==> config.mk <==
export PLATFORM = sky130hd
export DESIGN_NAME = i2s_receiver
export DESIGN_NICKNAME = d
export VERILOG_FILES = /design/src/rtl/i2s_receiver.sv
export SDC_FILE = /design/constraint.sdc
export NUM_CORES = 1
export LEC_CHECK = 0
export BUFFER_PORTS_ARGS = -buffer_cell sky130_fd_sc_hd__buf_2
export CAP_MARGIN = 10
export CORE_ASPECT_RATIO = 1.25
export CORE_UTILIZATION = 50
export CTS_BUF_LIST = sky130_fd_sc_hd__clkbuf_2 sky130_fd_sc_hd__clkbuf_4 sky130_fd_sc_hd__clkbuf_8
export CTS_CLUSTER_DIAMETER = 200
export DETAILED_ROUTE_END_ITERATION = 8
export PLACE_DENSITY = 0.71
export SETUP_SLACK_MARGIN = 0.02
export SYNTH_ARGS = -nofsm -noshare
export SYNTH_HDL_FRONTEND = slang
export SYNTH_SLANG_ARGS = --single-unit
==> constraint.sdc <==
create_clock -name bitclk -period 2.3 [get_ports bitclk]
set_clock_uncertainty 0.05 [all_clocks]
set_input_delay 0.46 -clock bitclk [delete_from_list [all_inputs] [get_ports bitclk]]
set_output_delay 0.46 -clock bitclk [all_outputs]
set_load 0.01 [all_outputs]
==> src/rtl/i2s_receiver.sv <==
// I2S stereo receiver: 16-bit MSB-first words captured on rising bitclk,
// paired left/right and presented on a valid/ready output with sticky error flags.
module i2s_receiver (
  input  logic        bitclk,
  input  logic        nReset,
  input  logic        dataIn,
  input  logic        wordSelect,
  input  logic        sampleReady,
  input  logic        clearErrors,
  output logic [15:0] leftSample,
  output logic [15:0] rightSample,
  output logic        sampleValid,
  output logic        overrun,
  output logic        shortWord
);

  typedef enum logic {SYNC, RECEIVE} state_t;

  state_t      state, state_next;
  logic        ws_prev, ws_prev_next;
  logic        channel, channel_next;
  logic [4:0]  bit_count, bit_count_next;
  logic [14:0] shift, shift_next;
  logic [15:0] left_hold, left_hold_next;
  logic        left_hold_valid, left_hold_valid_next;
  logic [15:0] left_sample_next, right_sample_next;
  logic        sample_valid_next, overrun_next, short_word_next;

  logic        ws_change;
  logic        word_done;
  logic [15:0] word;
  logic        pair;
  logic        short_set;
  logic        overrun_set;

  assign ws_change = (wordSelect != ws_prev);
  assign word      = {shift, dataIn};
  assign word_done = (state == RECEIVE) && (bit_count == 5'd15);

  always_comb begin
    state_next           = state;
    ws_prev_next         = wordSelect;
    channel_next         = channel;
    bit_count_next       = bit_count;
    shift_next           = shift;
    left_hold_next       = left_hold;
    left_hold_valid_next = left_hold_valid;
    left_sample_next     = leftSample;
    right_sample_next    = rightSample;
    sample_valid_next    = sampleValid;
    pair                 = 1'b0;
    short_set            = 1'b0;
    overrun_set          = 1'b0;

    case (state)
      SYNC: begin
        if (ws_change) begin
          state_next     = RECEIVE;
          bit_count_next = 5'd0;
          channel_next   = wordSelect;
        end
      end
      RECEIVE: begin
        // bit_count saturates at 16 so bits past a 16-bit word are dropped
        if (bit_count < 5'd16) begin
          shift_next     = {shift[13:0], dataIn};
          bit_count_next = bit_count + 5'd1;
        end
        if (word_done) begin
          if (!channel) begin
            left_hold_next       = word;
            left_hold_valid_next = 1'b1;
          end else if (left_hold_valid) begin
            pair                 = 1'b1;
            left_hold_valid_next = 1'b0;
          end
        end
        // A slot boundary always restarts capture, even on the word-complete edge
        if (ws_change) begin
          bit_count_next = 5'd0;
          channel_next   = wordSelect;
          if (bit_count < 5'd15) begin
            short_set            = 1'b1;
            left_hold_valid_next = 1'b0;
          end
        end
      end
    endcase

    if (pair) begin
      if (!sampleValid || sampleReady) begin
        left_sample_next  = left_hold;
        right_sample_next = word;
        sample_valid_next = 1'b1;
      end else begin
        overrun_set = 1'b1;
      end
    end else if (sampleValid && sampleReady) begin
      sample_valid_next = 1'b0;
    end

    overrun_next    = overrun_set | (overrun & ~clearErrors);
    short_word_next = short_set | (shortWord & ~clearErrors);
  end

  always_ff @(posedge bitclk) begin
    if (!nReset) begin
      state           <= SYNC;
      ws_prev         <= 1'b0;
      channel         <= 1'b0;
      bit_count       <= 5'd0;
      shift           <= 15'd0;
      left_hold       <= 16'd0;
      left_hold_valid <= 1'b0;
      leftSample      <= 16'd0;
      rightSample     <= 16'd0;
      sampleValid     <= 1'b0;
      overrun         <= 1'b0;
      shortWord       <= 1'b0;
    end else begin
      state           <= state_next;
      ws_prev         <= ws_prev_next;
      channel         <= channel_next;
      bit_count       <= bit_count_next;
      shift           <= shift_next;
      left_hold       <= left_hold_next;
      left_hold_valid <= left_hold_valid_next;
      leftSample      <= left_sample_next;
      rightSample     <= right_sample_next;
      sampleValid     <= sample_valid_next;
      overrun         <= overrun_next;
      shortWord       <= short_word_next;
    end
  end

endmodule

==> results of run 1 <==
==> logic make-up after synthesis <==
group | share of synthesized area, %
and+or+nand+nor | 21.9
adders and majority gates | 0.854
muxes | 10.9
buffers and inverters | 6.19
DFF | 51.3
xor gates and xnor gates | 0.897
AOI/OAI and AO/OA | 7.95
==> registers in the layout, summed over array words and instances (netlist names) <==
signal,cells
bit_count,5
channel,1
left_hold,16
sampleValid,1
shift,15
left_hold_valid,1
leftSample,16
ws_prev,1
shortWord,1
overrun,1
rightSample,16
state,1
==> through the flow <==
step | instance area [um2] | setup slack (ps) | hold slack, ps | util [%] | power [mW]
3_3_place_gp | 3110 | 446 | 390 | 56.4 | 1.43
2_1_floorplan | 2930 | 556 | 387 | - | 1.42
5_1_grt | 3360 | 186 | 302 | 60.9 | 2.72
3_5_place_dp | 3110 | 328 | 395 | 56.4 | 1.43
6_report | 3360 | 289 | 308 | 60.9 | 2.62
4_1_cts | 3360 | 290 | 287 | 60.9 | 2.64
==> final cells by class <==
class                      count  area share, %
multi-input combinational    232           37.2
sequential                    75           44.7
clock inverter                 6           3.39
clock buffer                  10           3.91
inverter                       5          0.559
tap                           64           2.38
timing repair buffer          45           7.82
==> final timing paths <==
check / slack [ps] / end / cells past startpoint
max: 290 / rightSample[12]$_SDFFE_PN0P_ / 7
min: 310 / ws_prev$_SDFF_PN0_ / 2
max reg2reg: 290 / rightSample[12]$_SDFFE_PN0P_ / 7
min reg2reg: 410 / leftSample[1]$_SDFFE_PN0P_ / 2
==> power by group <==
group	switching, mW	total [mW]	internal [mW]
Combinational	0.0567	0.0808	0.0241
Clock	0.481	1.22	0.734
Sequential	0.0139	1.32	1.31
Total	0.552	2.62	2.06
==> metal layers <==
metal / share of wire, % / track usage [%] / up-vias
met5: 0 / 0 / -
met4: 1.7 / 10.4 / 0
met2: 47 / 29.1 / 51
met1: 46 / 24.5 / 1014
met3: 4.7 / 5.98 / 8
li1: - / - / 1153
==> cells in the mapped netlist (all sizes together) <==
master | number | area (um2)
nand4 | 1 | 21.3
and2 | 2 | 12.5
or2b | 1 | 7.51
nor2 | 4 | 15.0
and3 | 1 | 6.26
nand3b | 2 | 18.8
xor2 | 2 | 17.5
ha | 2 | 25.0
o211ai | 1 | 7.51
nand2b | 3 | 26.3
xnor2 | 1 | 8.76
dfxtp | 75 | 1500
a21oi | 38 | 190
o21ai | 2 | 10.0
and3b | 1 | 8.76
nor2b | 2 | 15.0
nand3 | 2 | 10.0
o22ai | 1 | 6.26
buf | 13 | 124
or3 | 1 | 6.26
mux2i | 32 | 320
clkbuf | 10 | 38.8
nand2 | 130 | 488
a41oi | 1 | 8.76
or2 | 1 | 6.26
a32o | 1 | 10.0
inv | 5 | 18.8
==> worst max-delay path, cell delays in order (launching register included) <==
cell and delay (ps):
sky130_fd_sc_hd__dfxtp_1 410, sky130_fd_sc_hd__ha_1 200, sky130_fd_sc_hd__and3_1 170, sky130_fd_sc_hd__ha_1 280
sky130_fd_sc_hd__nand4_4 160, sky130_fd_sc_hd__nor2b_4 170, sky130_fd_sc_hd__buf_12 240, sky130_fd_sc_hd__mux2i_1 230
==> reports/summary.md, run 1 <==
The share of the clock period used by the worst path after layout works out to 87.4%. The critical hold path startpoint was wordSelect. Summed over all failing endpoints, the final setup total negative slack is 0 ps.

The sequential cells in the finished layout cover a total of 1500 um2. The critical path is of the reg -> reg type. In this run the cell area of the synthesized design comes to 2930 um2.

The total number of placement rows came out at 30. For the remaining max-slew budget at the tightest pin, the log shows 66.8%. The routed wirelength normalized by instance count came out at 12.4 um. The flow ran to the end, and the final reports show no timing, DRC or antenna violations. The warning count from the yosys run is 0, and the cell leakage power is 1.24 nW. Entering global routing, the biggest net connects 43 pins.

In the routed layout, each cell is associated on average with a via count of 5.09. The count of mapped cells out of synthesis is 335, and the number of failing hold endpoints at the final stage is 0. The number of setup buffers added after CTS is 0, and the buffer levels on the longest clock path is 2. The power per unit of standard cell area was 779 nW/um2; the clock-pin slew of the registers on the worst-case setup and hold paths was 70 ps. Fill cells in the final layout number 497.

Global routing consumed, over all layers together, 19.2% of the routing resources. The first global-routing pass estimated 9200 um of wire. Tracing the worst setup path back leads to its startpoint at bit_count[0]$_SDFFE_PN0P_.

CTS built an H-tree with a depth of 3. Of all nets on the critical path, the largest fanout is 32. Setup repair after global routing left no endpoint under its margin. The growth of design area from synthesis to finish was 14.7%; the final cell count without fillers was 437. Across the VDD grid, the largest voltage drop is 0.550 mV.

The number of antenna violations at the first check in global routing was 0. Critical path startpoint category: a flip-flop. In the layout the commonest cells are sky130_fd_sc_hd__nand2_1 (130), sky130_fd_sc_hd__dfxtp_1 (75), sky130_fd_sc_hd__buf_2 (40). Routability-driven placement finished with a final weighted congestion of 0.736. The tools report the number of diodes as 0. The startpoint identified for the worst register-to-register timing path is bit_count[0]$_SDFFE_PN0P_. The number of clock buffers added by TritonCTS is 9.

The detailed placer's ending HPWL came out at 3450 um. The root cell of the clock tree is sky130_fd_sc_hd__clkbuf_8. The floorplan step defined a die boundary enclosing 6170 um2.

Once placement completed, the tool counted placed cells totaling 421. For the count of final max-slew check failures, the log shows 0. STA puts the critical path data required time at 2520 ps.

In the final layout, the share of cells above drive strength 1 is 18.0%. After the last flow step, the layout net total stands at 376. Once the floorplan was initialized, standard cells occupied 53.1% of the core.

For this design, the CTS-stage hold fixing added 0 buffers. The worst min-delay path category was in -> reg. The number of distinct standard cells referenced by the synthesized netlist is 35, and the number of DRC violations after detailed routing is 0.

Summing over every cut layer, the via total after detailed routing is 2226. The count of port buffers added during placement came out at 40. Dividing the synthesized area by the synthesized cell count gives 8.74 um2. Summed over all layers, the global routing overflow is 0. After floorplanning, the core was sized to cover 5520 um2.

Synthesis produced a netlist with a net count of 343. The max-capacitance violation count was 0. Leaving out fill and tap cells, the most frequent cell in the layout is sky130_fd_sc_hd__nand2_1.

The clock reaches the later pin of the worst-skew pair after 350 ps. The area of the multi-input gates is 1250 um2, and the number of register bits inferred by synthesis is 75. The number of detailed-routing iterations run before antenna repair was 4. The tools report the kind of end point of the critical path as a flip-flop. The number of gates resized after CTS was 0.

The top-level port count was 41; the initial DRC count was 99. The overall routed net length is 5430 um, and the transition time at the pin with the least slew margin is 497 ps. The final period demand of the worst path is 2010 ps, and the via count of the first global-routing pass is 2001.

STA puts the critical path data arrival time at 2230 ps. The part of the Yosys area used for sequential elements is 51.3%. The final-report setup violation count was 0. The tree built by TritonCTS fans out to 75 sinks. TritonCTS built the clock tree. From left edge to right edge, the die measures 70.5 um. For the number of antenna-violating nets in the routed design, the log shows 0. The height of the chip was 87.6 um; the highest attainable clock frequency was 497 MHz.
Power figures use the tool's default switching activity.
==> run 2, diff against run 1 <==
Settings changed: RECOVER_POWER set to 25.
==> run 2 against run 1 <==
  * Die area is the same
  * Clock power is essentially flat
  * Cell area shrank 0.82%
  * Via count shrank 0.36%
  * First-iteration DRC count grew 8.1%
  * Final cell count is the same
  * Largest power group unchanged
  * Highest routed layer unchanged
==> reports/summary.md, run 2 (synthesis results as in run 1) <==
Largest net degree at the start of global routing: 43. The net count of the finished layout is 376. Once layout is done, the placed cells without fillers occupy 3330 um2. The detail route stage leaves a number of antenna-violating nets equal to 0.

Maximum fanout count along the critical path: 32. The clock network latency to the later pin of the worst-skew pair came out at 350 ps. The placer's final routability congestion estimate is 0.736. In this run the vertical extent of the chip is 87.6 um.

In the routed design, unresolved DRC markers number 0. Count of port buffers added during placement: 40. TritonCTS built the clock tree. Clock tree synthesis selected as its root buffer the cell sky130_fd_sc_hd__clkbuf_8. The logs give 30 for the total number of placement rows and 75 for the total number of clock tree sinks. The mean number of vias per cell was 5.08; the detailed placer's ending HPWL was 3450 um.

The floorplan step defined a die boundary enclosing 6170 um2. Fill cells in the final layout number 510. Relative to the synthesized area, the layout overhead comes to 13.8%. The overall power consumption was 2.62 mW. The tools report the initial DRC count as 107. After detailed routing, the average wire length per cell comes to 12.6 um.

Final cell count without fillers: 437. The run gives 3110 um2 as the placement-stage cell area. The width of the chip was 70.5 um; the total grt overflow was 0. The run gives 2520 ps as the endpoint required time on the critical path. The classification of the worst setup path is reg -> reg. The routed layout has 2218 vias.

Counting tap cells, the placed design contains a total of 421 instances. For the number of failing hold endpoints at the final stage, the log shows 0. The number of cells on the worst reg-to-reg path is 7, and the fraction of final layout cells sized beyond drive strength 1 is 11.8%. The via count of the first global-routing pass came out at 2001. The min-delay analysis places its worst path in the category in -> reg.

The flop-to-flop setup slack was 290 ps; the highest attainable clock frequency was 497 MHz. The power per unit of standard cell area works out to 787 nW/um2. The run gives 0 as the final-report setup violation count. The number of diodes came out at 0. For the final worst setup slack, the log shows 286 ps. The floorplan step defined a core boundary enclosing 5520 um2. Launch instance of the worst register-to-register path: bit_count[0]$_SDFFE_PN0P_. The first global-routing pass estimated 9200 um of wire. In this run the tightest slew margin relative to its limit is 22.5%.

The number of cells traversed by the worst hold path is 2. Leaving out fill and tap cells, the most frequent cells in the layout are sky130_fd_sc_hd__nand2_1 (130), sky130_fd_sc_hd__dfxtp_1 (75), sky130_fd_sc_hd__a21oi_1 (38). The tools report the worst reg2reg path endpoint as rightSample[12]$_SDFFE_PN0P_.

The clock tree synthesis step divided the H-tree into 3 levels. The tools report the buffer levels on the longest clock path as 2. The logs give 0 ps for the total negative setup slack and 41 for the top-level port count. Number of detailed-routing iterations run before antenna repair: 4.

The flow ran to the end, and the final reports show no timing, DRC or antenna violations. The max-capacitance violation count is 0. The worst path in the final design needs a cycle of 2010 ps, including I/O delays and setup.

Setup repair after global routing left no endpoint under its margin. After clock tree synthesis, the clock-pin slew on the worst setup and hold paths is 70 ps. Of the available clock period, the critical path in the final layout requires 87.5%. Summed over all cells, the static leakage comes to 1.15 nW. The tools report the total clock buffers created by CTS as 9. The count of final max-slew check failures is 0, and the pre-CTS setup slack is 328 ps.

At the pin with the least slew margin, the transition time is 1160 ps. The count of instances resized after the clock tree is built is 0, and the largest voltage drop on the vdd net is 0.550 mV. The path with the worst hold slack has its endpoint at ws_prev$_SDFF_PN0_.

STA classifies the critical path startpoint as a flip-flop. The initial utilization of the core area, before any placement, comes to 53.1%. In this run the most critical hold path is launched from wordSelect. The library cell used most frequently in the layout, excluding fill and tap cells, is sky130_fd_sc_hd__nand2_1. After clock tree synthesis, the setup repair step added 0 buffers.

Once layout is complete, the utilization of the core stands at 60.4%. For the worst-case hold slack, the log shows 307 ps. The worst setup path is captured at a flip-flop. The global router's overall resource usage was 19.2%.

The final layout contains routed wiring with a total length of 5500 um. The number of hold buffers added after cts came out at 0. For the data arrival time of the critical path, the log shows 2240 ps. Number of antenna violations at the first check in global routing: 0. The largest registers in the layout are leftSample (16), left_hold (16), rightSample (16).
run 2: cell types whose count changed in the layout (fill, tap and decap cells not counted), sizes merged:
cell	delta
clkbuf	+22
buf	-22
run 2: worst max-delay path, cell delays in order (launching register included):
cell and delay [ps]:
sky130_fd_sc_hd__dfxtp_1 410, sky130_fd_sc_hd__ha_1 200, sky130_fd_sc_hd__and3_1 170, sky130_fd_sc_hd__ha_1 280, sky130_fd_sc_hd__nand4_4 160, sky130_fd_sc_hd__nor2b_4 170, sky130_fd_sc_hd__buf_12 240, sky130_fd_sc_hd__mux2i_1 230
run 2: per-layer routing:
metal	global-route usage [%]	up-vias	part of all wire, %
met5	0	-	0
met4	10.4	0	1.7
met3	5.98	8	4.5
met2	29.1	49	46
met1	24.5	1007	47
li1	-	1154	-
run 2: final cells by class:
type	count	area (um2)	area share [%]
flip-flops and latches	75	1500	45.1
well taps	64	80.1	2.40
repair buffers	45	235	7.06
clock buffers	10	131	3.94
clock inverters	6	114	3.42
inverters	5	18.8	0.563
multi-input cells	232	1250	37.6
run 2: power by group:
group | total (mW) | internal, mW | switching [mW]
clock | 1.22 | 0.734 | 0.487
sequential | 1.32 | 1.31 | 0.0140
combinational | 0.0801 | 0.0235 | 0.0566
total | 2.62 | 2.06 | 0.557
run 2: worst max-delay path by stage:
stage	endpoint	start	slack (ps)	depth (start not counted)
floorplan	leftSample[0]$_SDFFE_PN0P_	bit_count[0]$_SDFFE_PN0P_	560	8
CTS	rightSample[3]$_SDFFE_PN0P_	bit_count[0]$_SDFFE_PN0P_	290	7
global placement	rightSample[13]$_SDFFE_PN0P_	bit_count[0]$_SDFFE_PN0P_	450	7
detailed placement	rightSample[3]$_SDFFE_PN0P_	bit_count[0]$_SDFFE_PN0P_	330	7
global route	rightSample[6]$_SDFFE_PN0P_	bit_count[0]$_SDFFE_PN0P_	190	7
finish	rightSample[12]$_SDFFE_PN0P_	bit_count[0]$_SDFFE_PN0P_	290	7
==> run 3, diff against run 2 <==
Settings changed: CELL_PAD_IN_SITES_DETAIL_PLACEMENT set to 0, CELL_PAD_IN_SITES_GLOBAL_PLACEMENT set to 1, CORE_UTILIZATION 50 to 44, PLACE_DENSITY 0.71 to 0.81, TNS_END_PERCENT set to 100.
==> run 3 against run 2 <==
  * Critical path depth stayed put
  * Via count is 1.9% lower
  * Combinational power hardly changed
  * Register-to-register slack better by 110 ps
  * First-iteration DRC count is 21% higher
  * Clock power is 25% lower
  * Largest power group unchanged
  * Highest routed layer unchanged
==> reports/summary.md, run 3 (synthesis results as in run 1) <==
At the worst endpoint, the required time is 2520 ps. The via count of the first global-routing pass came out at 1979. The final period demand of the worst path is 1910 ps, and the number of fillers in the final layout is 633. After floorplanning, the core was divided into 32 placement rows.

The region available for standard cell placement spans 6290 um2. Setup repair after global routing left no endpoint under its margin. The tools report the via count as 2175.

At the pin with the least slew margin, the transition time is 874 ps. The initial utilization of the core area, before any placement, comes to 46.6%. The library cells used most frequently in the layout, excluding fill and tap cells, are sky130_fd_sc_hd__nand2_1 (130), sky130_fd_sc_hd__dfxtp_1 (75), sky130_fd_sc_hd__a21oi_1 (38). The number of setup buffers added after CTS is 0.

The tools report the worst hold endpoint as ws_prev$_SDFF_PN0_. The run gives 0 as the number of diodes. Worst reg2reg path endpoint: rightSample[8]$_SDFFE_PN0P_.

On the worst path, the slowest cell contributes a delay of 390 ps. The number of antenna-violating nets in the routed design is 0, and the fraction of final layout cells sized beyond drive strength 1 is 12.0%. The tools report the launch instance of the worst register-to-register path as bit_count[0]$_SDFFE_PN0P_.

The post-route cell area is 3290 um2, and the width of the chip is 75.0 um. After legalization and detailed placement, the total HPWL measured 3410 um. Cells fill 52.3% of the core in the end. For the worst-skew pair, the clock arrives at the later sink with an insertion delay of 340 ps. The placed instances occupy a cell area of 3140 um2.

The clock net in this run drives a total of 75 sinks. The total overflow left after global routing is 0. The first detailed-routing pass took 4 iterations.

TritonCTS built the clock tree. Count of buffer and inverter cells on the critical path: 1. The number of cells on the worst reg-to-reg path was 7; the placer's final routability congestion estimate was 0.817.

The tools report the number of antenna violations at the first check in global routing as 0. The number of H-tree levels was 3; the global router's overall resource usage was 17.3%. The kind of end point of the critical path was a flip-flop. The setup check on the worst reg-to-reg path leaves a slack of 390 ps. The data arrival time of the critical path is 2130 ps. After the first detailed-routing iteration, the DRC count stood at 130. The tools report the critical hold path startpoint as wordSelect. Pin placement for this block handled 41 I/O pins. Among the stages of the critical path, the cell type that occurs most often is sky130_fd_sc_hd__ha_1. Power spread over the standard cell area amounts to 704 nW/um2.

The number of failing hold endpoints at the final stage was 0. The most frequent standard cell in the layout excluding fill and tap cells was sky130_fd_sc_hd__nand2_1. The highest-delay cell along the critical path is sky130_fd_sc_hd__dfxtp_1. Along the worst path, the maximum fanout reaches 32. The flow ran to the end, and the final reports show no timing, DRC or antenna violations. The critical path in this run is classified as reg -> reg. The count of final max-slew check failures is 0. The count of port buffers added during placement was 40.

Largest net degree at the start of global routing: 44. TritonCTS created 9 clock buffers. The final layout contains 377 nets.

The wire length of the first global-routing pass came out at 9030 um. The tools report the startpoint of the worst setup timing path as bit_count[0]$_SDFFE_PN0P_. The worst-case IR drop observed on VDD is 0.405 mV. Gates resized during post-CTS repair numbered 0.

The critical path goes through ha_1 -> and3_1 -> ha_1 -> nand4_4 -> nor2b_4 -> buf_12 -> mux2i_1. For this run, design rule violations remaining after detail routing come to 0. The clock-pin slew of the registers on the worst-case setup and hold paths works out to 70 ps. The worst hold path passes through 2 cells. Wires add up to 5380 um.

The share of the clock period used by the worst path after layout was 83.0%. The die covers 6990 um2. Headroom to the max-slew limit came out at 41.7%.

The routed wirelength normalized by instance count was 11.7 um; the number of hold buffers added after cts was 0. The root cell of the clock tree was sky130_fd_sc_hd__clkbuf_8. The tools report the buffer levels on the longest clock path as 2. The die is 93.2 um tall. The growth of design area from synthesis to finish came out at 12.3%. Cell leakage power: 1.12 nW.

The largest registers in the layout are leftSample (16), left_hold (16), rightSample (16). For the highest attainable clock frequency, the log shows 524 MHz. The tool flagged a number of max-cap violations equal to 0. The mean number of vias per cell is 4.74.

Setup violations remaining at the end of the flow were counted as 0. STA classifies the critical path startpoint as a flip-flop. In this run the worst hold path is classified as in -> reg. Adding up every negative setup slack in the final design gives 0 ps. The kind of cell with the highest combined delay along the critical path is simple AND/OR/NAND/NOR gates.
## run 3: cell count changes in the layout (fill, tap and decap cells not counted)
cell                        before  now
sky130_fd_sc_hd__buf_12          2    1
sky130_fd_sc_hd__clkinv_4        1    0
sky130_fd_sc_hd__clkbuf_1       22   23
sky130_fd_sc_hd__clkinv_2        0    2
sky130_fd_sc_hd__clkbuf_8        9   11
sky130_fd_sc_hd__bufinv_16       3    0
sky130_fd_sc_hd__inv_1           5    4
sky130_fd_sc_hd__buf_4           3    4
sky130_fd_sc_hd__inv_2           0    1
## run 3: metal layers
metal | global-route usage [%] | wire, um | vias to the layer above
met2 | 25.8 | 2310 | 45
met5 | 0 | 0 | -
met3 | 3.99 | 214 | 11
met1 | 22.8 | 2750 | 965
met4 | 9.43 | 103 | 0
li1 | - | - | 1154
## run 3: metrics by stage
step / power, mW / std cells / hold slack [ps] / setup WS (ps)
floorplan: 1.42 / 335 / 387 / 556
CTS: 2.34 / 459 / 323 / 367
finish: 2.31 / 459 / 330 / 392
global placement: 1.43 / 443 / 390 / 451
global route: 2.42 / 459 / 338 / 203
detailed placement: 1.43 / 443 / 395 / 374
## run 3: cell type report
type                       instances  area (um2)  share of cell area, %
tap                               85         106                   3.23
sequential                        75        1500                   45.7
timing repair buffer              46         226                   6.89
clock buffer                      12         159                   4.83
inverter                           5        18.8                  0.571
multi-input combinational        232        1250                   38.1
clock inverter                     4        25.0                  0.761
## run 3: how the worst max path moves through the flow
| stage | cells past startpoint | slack (ps) | endpoint |
|---|---|---|---|
| after floorplan | 8 | 560 | leftSample[0]$_SDFFE_PN0P_ |
| after global placement | 7 | 450 | rightSample[10]$_SDFFE_PN0P_ |
| after detailed placement | 7 | 370 | leftSample[2]$_SDFFE_PN0P_ |
| after CTS | 7 | 370 | leftSample[1]$_SDFFE_PN0P_ |
| after global routing | 7 | 200 | rightSample[8]$_SDFFE_PN0P_ |
| final | 7 | 390 | rightSample[8]$_SDFFE_PN0P_ |
## run 3: report_power, final
| part | switching (mW) | internal, mW |
|---|---|---|
| combinational | 0.0582 | 0.0222 |
| sequential | 0.0137 | 1.31 |
| clock | 0.456 | 0.459 |
| total | 0.528 | 1.79 |
